==> src/rtl/alarm_pkg.sv <==
// alarm_pkg: shared types and constants for the clock/alarm time-edit logic.
//   state_e       - time-set FSM states
//   bcd_t         - one BCD digit
//   MAX_HOUR/MIN  - last legal value of the hours/minutes field
//   BTN_*         - index of each button in the conditioned button vector
//   bcd_field_inc - increment of a two-digit BCD field with wrap/sanitize
package alarm_pkg;

  typedef enum logic [1:0] {
    IDLE    = 2'd0,
    SET_HR  = 2'd1,
    SET_MIN = 2'd2,
    COMMIT  = 2'd3
  } state_e;

  typedef logic [3:0] bcd_t;

  localparam logic [7:0] MAX_HOUR = 8'd23;
  localparam logic [7:0] MAX_MIN  = 8'd59;

  localparam int NUM_BTN = 3;
  localparam int BTN_SET = 0;
  localparam int BTN_HR  = 1;
  localparam int BTN_MIN = 2;

  // Increment a {tens,units} BCD field. The last legal value wraps to 00,
  // and a field that is not a legal value (bad digit or above max_val) is
  // cleaned up to 00 rather than propagated.
  function automatic logic [7:0] bcd_field_inc(input logic [7:0] field,
                                               input logic [7:0] max_val);
    bcd_t       tens;
    bcd_t       units;
    logic [7:0] bin;
    tens  = field[7:4];
    units = field[3:0];
    bin   = ({4'd0, tens} * 8'd10) + {4'd0, units};
    if ((tens > 4'd9) || (units > 4'd9) || (bin >= max_val))
      return 8'h00;
    else if (units == 4'd9)
      return {tens + 4'd1, 4'd0};
    else
      return {tens, units + 4'd1};
  endfunction

endpackage

==> src/rtl/button_conditioner.sv <==
// button_conditioner: 2-flop synchronizer, debouncer and rising-edge pulse
// for one raw mechanical button.
//   clk, reset_n    - clock, async active-low reset
//   btn_raw         - raw asynchronous button level
//   press           - one-cycle pulse per accepted 0->1 debounced transition
// After reset the conditioner is unarmed: the button must be seen stably
// released for DEBOUNCE_CYCLES before any press is accepted, so a button
// held through reset never produces a spurious press.
module button_conditioner
  #(parameter logic [15:0] DEBOUNCE_CYCLES = 16'd50000)
  (input  logic clk,
   input  logic reset_n,
   input  logic btn_raw,
   output logic press);

  localparam logic [15:0] LAST = DEBOUNCE_CYCLES - 16'd1;

  logic        sync1_q, sync2_q;
  logic [15:0] cnt_q, cnt_d;
  logic        level_q, level_d;
  logic        armed_q, armed_d;
  logic        press_q, press_d;

  always_comb begin
    cnt_d   = cnt_q;
    level_d = level_q;
    armed_d = armed_q;
    press_d = 1'b0;
    if (!armed_q) begin
      // Wait for a stable release; the level stays 0 meanwhile.
      if (sync2_q)             cnt_d = '0;
      else if (cnt_q == LAST) begin
        armed_d = 1'b1;
        cnt_d   = '0;
      end else                 cnt_d = cnt_q + 16'd1;
    end else if (sync2_q == level_q) begin
      cnt_d = '0;
    end else if (cnt_q == LAST) begin
      level_d = sync2_q;
      cnt_d   = '0;
      press_d = sync2_q;
    end else begin
      cnt_d = cnt_q + 16'd1;
    end
  end

  always_ff @(posedge clk or negedge reset_n) begin
    if (!reset_n) begin
      sync1_q <= 1'b0;
      sync2_q <= 1'b0;
      cnt_q   <= '0;
      level_q <= 1'b0;
      armed_q <= 1'b0;
      press_q <= 1'b0;
    end else begin
      sync1_q <= btn_raw;
      sync2_q <= sync1_q;
      cnt_q   <= cnt_d;
      level_q <= level_d;
      armed_q <= armed_d;
      press_q <= press_d;
    end
  end

  assign press = press_q;

endmodule

==> src/rtl/time_set_controller.sv <==
// time_set_controller: three-button HH:MM time-setting FSM.
//   clk, reset_n   - clock, async active-low reset
//   set_mode_btn   - raw button: enter set mode / next field / commit
//   hour_btn       - raw button: increment hours (in SET_HR)
//   min_btn        - raw button: increment minutes (in SET_MIN)
//   display_value  - current BCD time HH:MM, captured on entering set mode
//   new_time       - proposed BCD time (registered)
//   set_time       - one-cycle commit strobe (registered)
//   editing        - high in SET_HR / SET_MIN (registered)
//   edit_field     - 0 hours, 1 minutes (registered)
module time_set_controller
  import alarm_pkg::*;
  #(parameter logic [15:0] DEBOUNCE_CYCLES = 16'd50000,
    parameter logic [31:0] TIMEOUT_CYCLES  = 32'd500000000)
  (input  logic        clk,
   input  logic        reset_n,
   input  logic        set_mode_btn,
   input  logic        hour_btn,
   input  logic        min_btn,
   input  logic [15:0] display_value,
   output logic [15:0] new_time,
   output logic        set_time,
   output logic        editing,
   output logic        edit_field);

  logic [NUM_BTN-1:0] btn_raw;
  logic [NUM_BTN-1:0] press_p;

  assign btn_raw[BTN_SET] = set_mode_btn;
  assign btn_raw[BTN_HR]  = hour_btn;
  assign btn_raw[BTN_MIN] = min_btn;

  for (genvar g = 0; g < NUM_BTN; g++) begin : g_btn
    button_conditioner #(.DEBOUNCE_CYCLES(DEBOUNCE_CYCLES)) u_cond (
      .clk     (clk),
      .reset_n (reset_n),
      .btn_raw (btn_raw[g]),
      .press   (press_p[g])
    );
  end

  state_e      state_q, state_d;
  logic [15:0] new_time_q, new_time_d;
  logic [31:0] to_cnt_q, to_cnt_d;
  logic        set_time_q, set_time_d;
  logic        editing_q, editing_d;
  logic        edit_field_q, edit_field_d;

  logic set_p, hr_p, min_p, any_p, timeout;

  assign set_p   = press_p[BTN_SET];
  assign hr_p    = press_p[BTN_HR];
  assign min_p   = press_p[BTN_MIN];
  assign any_p   = |press_p;
  assign timeout = (to_cnt_q >= TIMEOUT_CYCLES);

  always_comb begin
    state_d    = state_q;
    new_time_d = new_time_q;
    to_cnt_d   = to_cnt_q;
    case (state_q)
      IDLE: begin
        to_cnt_d = '0;
        if (set_p) begin
          new_time_d = display_value;
          state_d    = SET_HR;
        end
      end
      // set_mode wins over an increment in the same cycle; a press in the
      // same cycle as the timeout keeps the edit alive.
      SET_HR: begin
        if (set_p)        state_d = SET_MIN;
        else if (hr_p)    new_time_d[15:8] = bcd_field_inc(new_time_q[15:8], MAX_HOUR);
        else if (timeout) state_d = IDLE;
      end
      SET_MIN: begin
        if (set_p)        state_d = COMMIT;
        else if (min_p)   new_time_d[7:0] = bcd_field_inc(new_time_q[7:0], MAX_MIN);
        else if (timeout) state_d = IDLE;
      end
      COMMIT:  state_d = IDLE;
      default: state_d = IDLE;
    endcase

    if (state_q == SET_HR || state_q == SET_MIN) begin
      if (any_p)         to_cnt_d = '0;
      else if (!timeout) to_cnt_d = to_cnt_q + 32'd1;
    end

    // Outputs are registered copies of the next-state decode so they line
    // up with the state they describe.
    set_time_d   = (state_d == COMMIT);
    editing_d    = (state_d == SET_HR) || (state_d == SET_MIN);
    edit_field_d = (state_d == SET_MIN);
  end

  always_ff @(posedge clk or negedge reset_n) begin
    if (!reset_n) begin
      state_q      <= IDLE;
      new_time_q   <= 16'h0000;
      to_cnt_q     <= '0;
      set_time_q   <= 1'b0;
      editing_q    <= 1'b0;
      edit_field_q <= 1'b0;
    end else begin
      state_q      <= state_d;
      new_time_q   <= new_time_d;
      to_cnt_q     <= to_cnt_d;
      set_time_q   <= set_time_d;
      editing_q    <= editing_d;
      edit_field_q <= edit_field_d;
    end
  end

  assign new_time   = new_time_q;
  assign set_time   = set_time_q;
  assign editing    = editing_q;
  assign edit_field = edit_field_q;

endmodule

==> config.mk <==
export PLATFORM = sky130hd
export DESIGN_NAME = time_set_controller
export DESIGN_NICKNAME = d
export VERILOG_FILES = /design/src/rtl/alarm_pkg.sv /design/src/rtl/button_conditioner.sv /design/src/rtl/time_set_controller.sv
export SDC_FILE = /design/constraint.sdc
export NUM_CORES = 1
export LEC_CHECK = 0
export BUFFER_PORTS_ARGS = -buffer_cell sky130_fd_sc_hd__buf_2
export CORE_MARGIN = 8
export CORE_UTILIZATION = 60
export CTS_CLUSTER_SIZE = 12
export DETAILED_ROUTE_END_ITERATION = 6
export HOLD_SLACK_MARGIN = 0.15
export PLACE_DENSITY = 0.82
export REMOVE_ABC_BUFFERS = 1
export SYNTH_ARGS = -nofsm -noshare
export SYNTH_HDL_FRONTEND = slang
export SYNTH_SLANG_ARGS = --single-unit
==> constraint.sdc <==
create_clock -name clk -period 3.8 [get_ports clk]
set_clock_uncertainty 0.05 [all_clocks]
set_input_delay 0.57 -clock clk [delete_from_list [all_inputs] [get_ports clk]]
set_output_delay 0.57 -clock clk [all_outputs]
set_load 0.03 [all_outputs]
==> flow_summary_export.csv <==
group,metric,value,unit
outcome,status,"complete, no violations",
global_routing,gr-total-overflow,0,
placed_design,place_congestion,0.9035,
floorplanning,dieHeight,121.9,um
logic_synthesis,avgSynthCellArea,9.205,um2
floorplanning,dieArea,0.01486,mm2
floorplanning,io_pins,40,
detailed_routing,drc,0,
logic_synthesis,synth_top_area_cell,"dfrtp_1",
timing,clock.fmax,286.5,MHz
logic_synthesis,yosys-top-cells-area,"dfrtp_1 (43%), ha_1 (5.6%), nor2_1 (5.3%), xnor2_1 (4.9%), a31oi_1 (3.3%)",
global_routing,grt_max_degree,71,
timing,rsz0062_at_grt,"false",
cts,htreeDepth,4,
detailed_routing,dr.pass1.iters,5,
critical_path,path_class,"reg -> reg",
global_routing,first_global_vias,5858,
logic_synthesis,synth.most_common_cell,"dfrtp_1",
critical_path,worst_ep_required_time,4170,ps
cts,cts_made_buffers,17,
logic_synthesis,synthTopCellsByCount,"dfrtp_1 (116), nor2_1 (95), nand2_1 (53)",
logic_synthesis,ys_types,72,
cts,cts_tree,"done",
run,maxCapViolations,0,
placed_design,placed_cells,891,
hold_path,min_path_type,"in -> reg",
logic_synthesis,synth_edf_count,0,
timing,finalCritPeriodShare,0.9184,
critical_path,startpoint_type,"register",
floorplanning,rows,38,
critical_path,arrival,3860,ps
timing,setup_viol,0,
timing,tns,0,ps
detailed_routing,viasPerCell,6.388,
final_layout,layout-drive-gt1-share,0.1182,
logic_synthesis,synth-main-ff-cell,"dfrtp_1",
timing,min_period,3490,ps
floorplanning,initial_core_util,0.6180,
critical_path,end_kind,"register",
detailed_routing,wirelength,16150,um
timing,hold_slack,268.2,ps
final_layout,nNetsFinal,829,
final_layout,final_cells,927,
placed_design,dp_hpwl,11000,um
detailed_routing,ant_nets,0,
floorplanning,coreArea,0.01089,mm2
detailed_routing,drtIter0Drc,562,
cts,clockRootBuffer,"clkbuf_8",
cts,cts_num_sinks,116,
detailed_routing,wl_per_cell,17.42,um
logic_synthesis,synth_top_cell_area_share,0.4314,
floorplanning,die_w,121.9,um
global_routing,antenna_found_initial,0,
logic_synthesis,yosysSeqAreaShare,0.4314,
placed_design,io_buffers,39,
timing,relSlewSlack,0.1363,
cts,cts_resized,0,
logic_synthesis,synthArstFlopShare,1.000,
final_layout,fin_util,0.7066,
logic_synthesis,synth_warnings,0,
timing,maxSlewViolCount,0,
cts,clkLatencyLatePin,530,ps
cts,clk_pin_slew,60,ps
global_routing,grt_usage,0.2239,
power,peakVddDrop,0.2997,mV
final_layout,antenna_cells,0,
power,p_per_area,384.3,mW/mm2
power,p_leak,3.321,nW
cts,cts_buffer_depth,2,
timing,tightestPinTransition,1282,ps
timing,final_hold_viol_count,0,
logic_synthesis,synth_cells,731,
detailed_routing,vias,5922,
logic_synthesis,ys_seq_elements,116,
global_routing,grt_pass1_wl,27180,um
final_layout,syn_to_final_growth,14.34,%
critical_path,critical_path.max_fanout,11,
logic_synthesis,syn-cell-area,0.006729,mm2
## cells in the final DEF, fill, tap and decap left out, drive strengths merged, types with 17 or more instances in the layout
cell type,instances
and3,33
buf,43
a21oi,31
nor3,21
inv,43
nand2,53
nand3,41
dfrtp,116
nor2,95
o21ai,31
ha,30
clkbuf,17
a31oi,35
xnor2,38
## timing repair
item / CTS / global route
hold buffers: 4 / 0
buffers inserted: 0 / 0
endpoints found under the hold margin: 20 / 0
## cells by family (layout without fill, tap and decap cells)
group | count (synthesis) | after routing | share of synthesized area
buffers and inverters | 62 | 118 | 0.03644
AOI/OAI and AO/OA | 173 | 173 | 0.1746
muxes | 4 | 4 | 0.006508
xor gates and xnor gates | 49 | 49 | 0.06378
DFF | 116 | 116 | 0.4314
adders and majority gates | 35 | 35 | 0.06917
and+or+nand+nor | 292 | 292 | 0.2181
## report_power, final
part | switching, mW | internal, mW
Sequential | 0.00871 | 1.25
Clock | 0.618 | 1.02
Combinational | 0.0431 | 0.0224
Total | 0.670 | 2.29
## flip-flops by register name, indices dropped and copies added (netlist names)
name and cells:
editing 1, g_btn.u_cond.sync2_q 3, g_btn.u_cond.level_q 3, to_cnt_q 32
g_btn.u_cond.armed_q 3, g_btn.u_cond.sync1_q 3, state_q 2, new_time 16
g_btn.u_cond.cnt_q 48, set_time 1, g_btn.u_cond.press 3, edit_field 1
## per-stage QoR
| step | power [mW] | setup WS (ps) | cell area (um2) |
|---|---|---|---|
| after detailed placement | 1.341 | 375.9 | 7042 |
| after global routing | 3.044 | 121.5 | 7694 |
| after floorplan | 1.295 | 479.5 | 6630 |
| after CTS | 2.985 | 366.2 | 7694 |
| after global placement | 1.337 | 471.9 | 7042 |
| final | 2.957 | 309.9 | 7694 |
## final cells by class
type	count	area, um2
Clock buffer	17	414.1
Clock inverter	15	197.7
Fill cell	775	3194
Inverter	39	146.4
Multi-Input combinational cell	553	3590
Sequential cell	116	2903
Tap cell	140	175.2
Timing Repair Buffer	47	267.8
## layer usage
metal  vias up  wire length (um)  track usage
met4         0               336       0.1049
met3        40              1101      0.04118
li1       2753                 -            -
met5         -                 0            0
met1      2873              6689       0.2764
met2       256              8018       0.3734
## path summary, 6_finish.rpt
check                                           end                    start  slack [ps]  cells after the start
max                                    new_time[15]             new_time[12]         310                      8
max in group asynchronous  g_btn[0].u_cond.cnt_q[5]                  reset_n        2160                      3
max reg2reg                            new_time[15]             new_time[12]         310                      8
min                                     new_time[3]         display_value[3]         270                      3
min in group asynchronous  g_btn[1].u_cond.cnt_q[8]                  reset_n         650                      2
min reg2reg                 g_btn[1].u_cond.sync2_q  g_btn[1].u_cond.sync1_q         300                      0
## worst max-delay path, stage by stage, from the launching register on
cell,delay [ps]
dfrtp_1,490
ha_1,340
ha_1,330
xnor2_1,180
nand2_1,70
maj3_1,340
o21ai_0,990
a31oi_1,300
o21ba_2,280
Power figures use the tool's default switching activity.
